`config.mk`:
```
export PLATFORM = sky130hd
export DESIGN_NAME = gerador_palavras
export DESIGN_NICKNAME = d
export VERILOG_FILES = /design/src/rtl/gerador_palavras.sv
export SDC_FILE = /design/constraint.sdc
export NUM_CORES = 1
export LEC_CHECK = 0
export ABC_AREA = 1
export BUFFER_PORTS_ARGS = -buffer_cell sky130_fd_sc_hd__buf_4
export CORE_UTILIZATION = 45
export DETAILED_ROUTE_END_ITERATION = 16
export GPL_TIMING_DRIVEN = 0
export PLACE_DENSITY_LB_ADDON = 0.1
export SETUP_SLACK_MARGIN = 0.4
export SYNTH_ARGS = -nofsm -noshare
export SYNTH_HDL_FRONTEND = slang
export SYNTH_SLANG_ARGS = --single-unit
```
`constraint.sdc`:
```
create_clock -name clock -period 2.3 [get_ports clock]
set_input_delay 0 -clock clock [delete_from_list [all_inputs] [get_ports clock]]
set_output_delay 0 -clock clock [all_outputs]
set_load 0.005 [all_outputs]
```
`src/rtl/gerador_palavras.sv`:
```
// gerador_palavras: command-driven burst word generator.
// A 4-bit command starts a burst of 1..4 parity-protected words, each handed
// to the consumer with a valid/ack handshake. Words are separated by a
// one-cycle gap. A consumer that stalls for 16 cycles aborts the burst.
module gerador_palavras (
  input  logic       clock,
  input  logic       reset,
  input  logic [3:0] cmd,
  input  logic       cmd_valid,
  output logic       cmd_ready,
  output logic       b8,
  output logic       b7,
  output logic       b6,
  output logic       b5,
  output logic       b4,
  output logic       b3,
  output logic       b2,
  output logic       b1,
  output logic       word_valid,
  input  logic       ack,
  output logic       done,
  output logic       timeout_err,
  output logic [7:0] words_sent
);

  typedef enum logic [2:0] {IDLE, SEND, GAP, DONE, ERR} state_t;

  state_t     state, state_nxt;
  logic [3:0] cmd_q;      // command latched at acceptance
  logic [1:0] k;          // index of the word being sent
  logic [3:0] wait_cnt;   // SEND cycles spent without ack
  logic       accept;
  logic       last;
  logic       timeout;
  logic [7:0] word;

  assign accept  = cmd_valid && (state == IDLE);
  assign last    = (k == cmd_q[1:0]);
  // ack on the 16th cycle takes priority over the timeout
  assign timeout = (state == SEND) && !ack && (wait_cnt == 4'hF);

  // state register
  always_ff @(posedge clock or posedge reset) begin
    if (reset) state <= IDLE;
    else       state <= state_nxt;
  end

  // next-state logic
  always_comb begin
    state_nxt = state;
    case (state)
      IDLE: if (cmd_valid) state_nxt = SEND;
      SEND: begin
        if (ack)                    state_nxt = last ? DONE : GAP;
        else if (wait_cnt == 4'hF)  state_nxt = ERR;
      end
      GAP:     state_nxt = SEND;
      DONE:    state_nxt = IDLE;
      ERR:     state_nxt = IDLE;
      default: state_nxt = IDLE;
    endcase
  end

  // burst datapath: latched command, word index, stall counter, flags
  always_ff @(posedge clock or posedge reset) begin
    if (reset) begin
      cmd_q       <= 4'd0;
      k           <= 2'd0;
      wait_cnt    <= 4'd0;
      timeout_err <= 1'b0;
      words_sent  <= 8'd0;
    end else begin
      if (accept) begin
        cmd_q       <= cmd;
        k           <= 2'd0;
        timeout_err <= 1'b0;
      end
      if (timeout)                 timeout_err <= 1'b1;
      if (state == GAP)            k           <= k + 2'd1;
      if ((state == SEND) && ack)  words_sent  <= words_sent + 8'd1;
      // counter is zero on every entry to SEND since it is held clear elsewhere
      if (state != SEND)           wait_cnt    <= 4'd0;
      else if (!ack)               wait_cnt    <= wait_cnt + 4'd1;
    end
  end

  // word format: first-word flag, index, even parity bit, command
  always_comb begin
    word       = 8'd0;
    word[7]    = (k == 2'd0);
    word[6:5]  = k;
    word[3:0]  = cmd_q;
    word[4]    = word[7] ^ word[6] ^ word[5] ^ (^cmd_q);
    if (state != SEND) word = 8'd0;
  end

  assign cmd_ready  = (state == IDLE);
  assign word_valid = (state == SEND);
  assign done       = (state == DONE);
  assign {b8, b7, b6, b5, b4, b3, b2, b1} = word;

endmodule
```
Word-level counts from Yosys, hierarchy flattened
Index checks and enable logic that the tools add are counted.

cells by class
  add/subtract/negate cells = 3
  multiply operators = 0
  div/mod/pow operators = 0
  $lt $le $gt $ge = 0
  equal/unequal tests = 9
  shifts and indexed selects = 0
  muxes and demuxes = 12
  bitwise logic cells = 3
  reductions and logical operators = 11

operators with widths
  operator               number
  $mux W3                3
  $pmux W3 S3            1
  $add A8 B1 Y8 const B  1
  $mux W4                2
  $mux W8                1
  $eq A3 B2 Y1 const B   2
  $ne A3 B1 Y1 const B   2
  $add A4 B1 Y4 const B  1
  $eq A4 B4 Y1 const B   1
  $logic_and A1 B1 Y1    4
  $mux W2                2
  $reduce_bool A2 Y1     2
  $reduce_xor A4 Y1      1
  $eq A3 B1 Y1 const B   1
  $logic_not A3 Y1       1
  $mux W1                3
  $xor A1 B1 Y1          3
  $add A2 B1 Y2 const B  1
  $eq A2 B2 Y1           1
  $logic_not A2 Y1       1
  $ne A2 B1 Y1 const B   1
  $ne A2 B2 Y1 const B   1
  $reduce_and A2 Y1      1
  $logic_not A1 Y1       1

storage, ports and cells
  register bits after elaboration = 22
  bits in latches = 0
  RAM bits = 0
  bits in read-only memories = 0
  input port bits = 8
  output and inout bits = 20
  word-level logic and storage cells = 44
  memories = 0

Depth between registers and ports, before layout
  word-level depth = 5
  gate-level depth with buffers = 8
  mapped depth without buffers = 8

Least setup slack after synthesis
No wires, ideal clock.

  path type = flip-flop to flip-flop
  from = register words_sent[0]
  to = register words_sent[4]
  library setup time = 126 ps
  arrival time = 977 ps
  data required time = 2174 ps
  setup slack = 1196 ps
  cell stages (with the launch flop) = 6
  path buffers = 0
  clock period less this slack = 1104 ps
  cells stage by stage = dfrtp_1 > ha_1 > nand3_1 > xor2_1 > nand2_1 > o21ai_0

on the way
  word-level cells in the longest chain between the ends = 1

RTL lines
  item                    RTL line  text
  from (decl)             23        output logic [7:0] words_sent
  from (signal assigned)  80        if ((state == SEND) && ack) words_sent <= words_sent + 8'd1;
  $add A8 B1 Y8           80

No other way between the ends.
A chain may end at the register's enable or synchronous reset.

Worst setup path after layout
  from = register state[1]
  to = output port b5

on the way
  word-level cells in the longest chain between the ends = 2

RTL lines
  item                    RTL line  text
  from (decl)             28        state_t state, state_nxt;
  from (signal assigned)  45        else state <= state_nxt;
  $ne A3 B1 Y1            94        if (state != SEND) word = 8'd0;
  $mux W8                 94
  to (decl)               14        output logic b5,

No other way between the ends.

==> metrics.log <==
INFO  metric vdd.ir_drop.worst = 593 uV
INFO  metric worst_setup_path_end_kind = primary output
INFO  metric hold_viol_final = 0
INFO  metric slew_headroom = 43.2%
INFO  metric synth_cells = 168
INFO  metric critical_path.startpoint_type = flop
INFO  metric die_y = 55.0 um
INFO  metric tns = 0 ns
INFO  metric power_leakage = 0.915 nW
INFO  metric cpLargestDelayFamily = flip-flops
INFO  metric antenna_violating_nets_post_route = 0
INFO  metric detailedRoute.firstPassIterationCount = 4
INFO  metric route.detailed.drc = 0
INFO  metric cpPeakStageDelay = 0.42 ns
INFO  metric finalCriticalPeriod = 1.45 ns
INFO  metric grt_antenna_before_repair = 0
INFO  metric maxSlewViolCount = 0
INFO  metric detail_route.iter0.violations = 30
INFO  metric final_layout_size_suffix_gt1_share = 20.0%
INFO  metric standard_cell_core_area = 2570 sq um
INFO  metric worst-r2r-setup-slack = 1.07 ns
INFO  metric worst_hold_path.endpoint = wait_cnt[2]$_DFFE_PP0N_
INFO  metric totalWireLength = 2560 um
INFO  metric r2r_path_end = cmd_q[1]$_DFFE_PP0P_
INFO  metric synthesis.area_per_instance = 7.54 sq um
INFO  metric timing.max_cap.violations = 0
INFO  metric max_slew.worst_pin.slew = 0.851 ns
INFO  metric hpwl = 1950 um
INFO  metric post_synth_instance_area = 1270 sq um
INFO  metric n_antenna_cell = 0
INFO  metric post_cts_buffers = 0
INFO  metric tritoncts = built
INFO  metric gp_routability_congestion = 0.749
INFO  metric boundaryPins = 28
INFO  metric fmax = 690 MHz
INFO  metric fin_nets = 218
INFO  metric placement_rows = 18
INFO  metric area.sequential = 551 sq um
INFO  metric worst_ep_required_time = 2.30 ns
INFO  metric die-width = 55.0 um
INFO  metric tritoncts.num_buffers = 3
INFO  metric timing.final.ws_setup = 0.850 ns
INFO  metric global_route_wire_length_before_repair = 4080 um
INFO  metric clock_sink_count = 22
INFO  metric grtUsageTotal = 19.1%
INFO  metric clock_tree.buffer_depth = 2
INFO  metric worst_path_max_delay_cell = sky130_fd_sc_hd__dfrtp_1
INFO  metric die_footprint = 3030 sq um
INFO  metric start_util = 49.3%
INFO  metric place.port_buffers = 27
INFO  metric rsz0062_at_grt = false
INFO  metric placement.setup.worst_slack = 1.09 ns
INFO  metric yosysUniqueCellTypes = 22
INFO  metric nets_in_the_synthesized_netlist = 180
INFO  metric post-route-period-util = 63.0%
INFO  metric crit_arrival = 1.45 ns
INFO  metric area.growth.synth_to_final = 26.6%
INFO  metric fin_total_pwr = 1.71 mW
INFO  metric status = completed
INFO  metric hold_path_startpoint = ack
INFO  metric finalSetupViolations = 0
INFO  metric clk_latency = 0.30 ns
INFO  metric timing.clock.skew = 0.00284 ns
INFO  metric synth-seq-area-share = 43.5%
INFO  metric multiInputGateArea = 583 sq um
INFO  metric mostFrequentLayoutCell = sky130_fd_sc_hd__nand2_1
INFO  metric fillers = 246
INFO  metric route.detailed.wl_per_inst = 10.9 um
INFO  metric ctsRootBufferMaster = sky130_fd_sc_hd__clkbuf_4
INFO  metric avg_vias_per_cell = 4.83
INFO  metric remaining_global_route_overflow = 0
INFO  metric min_path_cells = 4
INFO  metric timing.hold.worst.class = input pin to flop
INFO  metric timing.reg2reg.worst_path_depth = 7
INFO  metric cp_cell_sequence = inv_2 > nand3b_4 > inv_1 > nand2_1 > nor2_1 > buf_4
INFO  metric final_cell_mix = 59 x sky130_fd_sc_hd__nand2_1, 28 x sky130_fd_sc_hd__inv_1, 27 x sky130_fd_sc_hd__buf_4
INFO  metric ys_seq_elements = 22
INFO  metric num_vias = 1134
INFO  metric first_global_vias = 967
INFO  metric cp_num_buf_inv = 3
INFO  metric yosys_warning_total = 0
INFO  metric cellPowerDensity = 1070 nW/um^2
INFO  metric clk_pin_slew_worst_paths = 0.12 ns
INFO  metric crit_path_max_fanout = 9
INFO  metric grt_start_max_net_pins = 23
INFO  metric setup.worst_path.class = flop to primary output
INFO  metric crit-reg2reg-launch = state[0]$_DFFE_PP0P_
INFO  metric htree_levels = 1
==> stage by stage <==
stage / cell area, sq um / hold WS (ns) / utilization, % / instances
after floorplan: 1270 / -0.0108 / - / 168
after global placement: 1510 / 0.210 / 58.7 / 225
after detailed placement: 1510 / 0.219 / 58.7 / 225
after CTS: 1600 / 0.0682 / 62.4 / 235
after global routing: 1600 / 0.112 / 62.4 / 235
final: 1600 / 0.0747 / 62.4 / 235
==> layer usage <==
| layer | vias up | global-route usage (%) | part of all wire, % |
|---|---|---|---|
| met4 | 0 | 6.25 | 0.59 |
| li1 | 586 | - | - |
| met1 | 527 | 25.1 | 46 |
| met5 | - | 0 | 0 |
| met3 | 2 | 2.46 | 3.4 |
| met2 | 19 | 32.3 | 50 |
==> synthesized netlist by cell type (all sizes together) <==
library cell / n / area (sq um)
a21oi: 3 / 15.0
buf: 1 / 15.0
clkinv: 1 / 5.00
dfrtp: 22 / 551
ha: 4 / 50.1
inv: 30 / 113
nand2: 60 / 228
nand3: 7 / 35.0
nand3b: 1 / 20.0
nand4: 4 / 31.3
nor2: 19 / 95.1
nor3: 1 / 5.00
o21ai: 9 / 45.0
o31ai: 1 / 7.51
xnor2: 3 / 26.3
xor2: 2 / 25.0
==> cells by family (layout without fill, tap and decap cells) <==
kind of cell               count (synthesis)  count (layout)  share of synthesized area, %
AOI/OAI and AO/OA                         13              13                          5.34
xor gates and xnor gates                   5               5                          4.05
adders and majority gates                  4               4                          3.95
buffers and inverters                     32              69                          10.5
DFF                                       22              22                          43.5
and+or+nand+nor                           92              92                          32.7
==> worst max-delay path by stage <==
| stage | start | to | slack, ns | cells past startpoint |
|---|---|---|---|---|
| finish | state[1]$_DFFE_PP0P_ | b5 | 0.85 | 6 |
| detailed placement | state[1]$_DFFE_PP0P_ | words_sent[0]$_DFFE_PP0P_ | 1.09 | 5 |
| CTS | state[1]$_DFFE_PP0P_ | b5 | 0.84 | 6 |
| floorplan | words_sent[0]$_DFFE_PP0P_ | words_sent[4]$_DFFE_PP0P_ | 1.20 | 5 |
| global placement | state[1]$_DFFE_PP0P_ | words_sent[0]$_DFFE_PP0P_ | 1.10 | 5 |
| global route | state[1]$_DFFE_PP0P_ | b5 | 0.72 | 6 |
==> worst reg2reg max path, delay by kind of cell (launching register included) <==
kind	cells	cell delay [ns]
and+or+nand+nor	4	0.47
DFF	1	0.45
buffers and inverters	2	0.16
AOI/OAI and AO/OA	1	0.07
==> power breakdown <==
part	switching (mW)	leakage (nW)	total, mW	internal (mW)
Combinational	0.461	0.606	0.853	0.392
Clock	0.117	0.0210	0.214	0.0965
Sequential	0.139	0.288	0.643	0.504
==> sequential cells by signal (all words and copies together) (netlist names) <==
signal	count
wait_cnt	4
state	3
cmd_q	4
timeout_err	1
words_sent	8
k	2
==> what timing repair did <==
action	in CTS	in global routing
hold endpoints to repair	27	0
gates resized for setup	0	0
hold buffers	6	0
==> area by class of cell <==
type / instances / area share [%]
repair buffers: 33 / 16.4
flip-flops and latches: 22 / 34.3
multi-input cells: 114 / 36.4
inverters: 31 / 7.34
clock buffers: 4 / 2.26
plain buffers: 1 / 0.937
well taps: 30 / 2.34
Note: power is estimated with default switching activity, not from simulation.
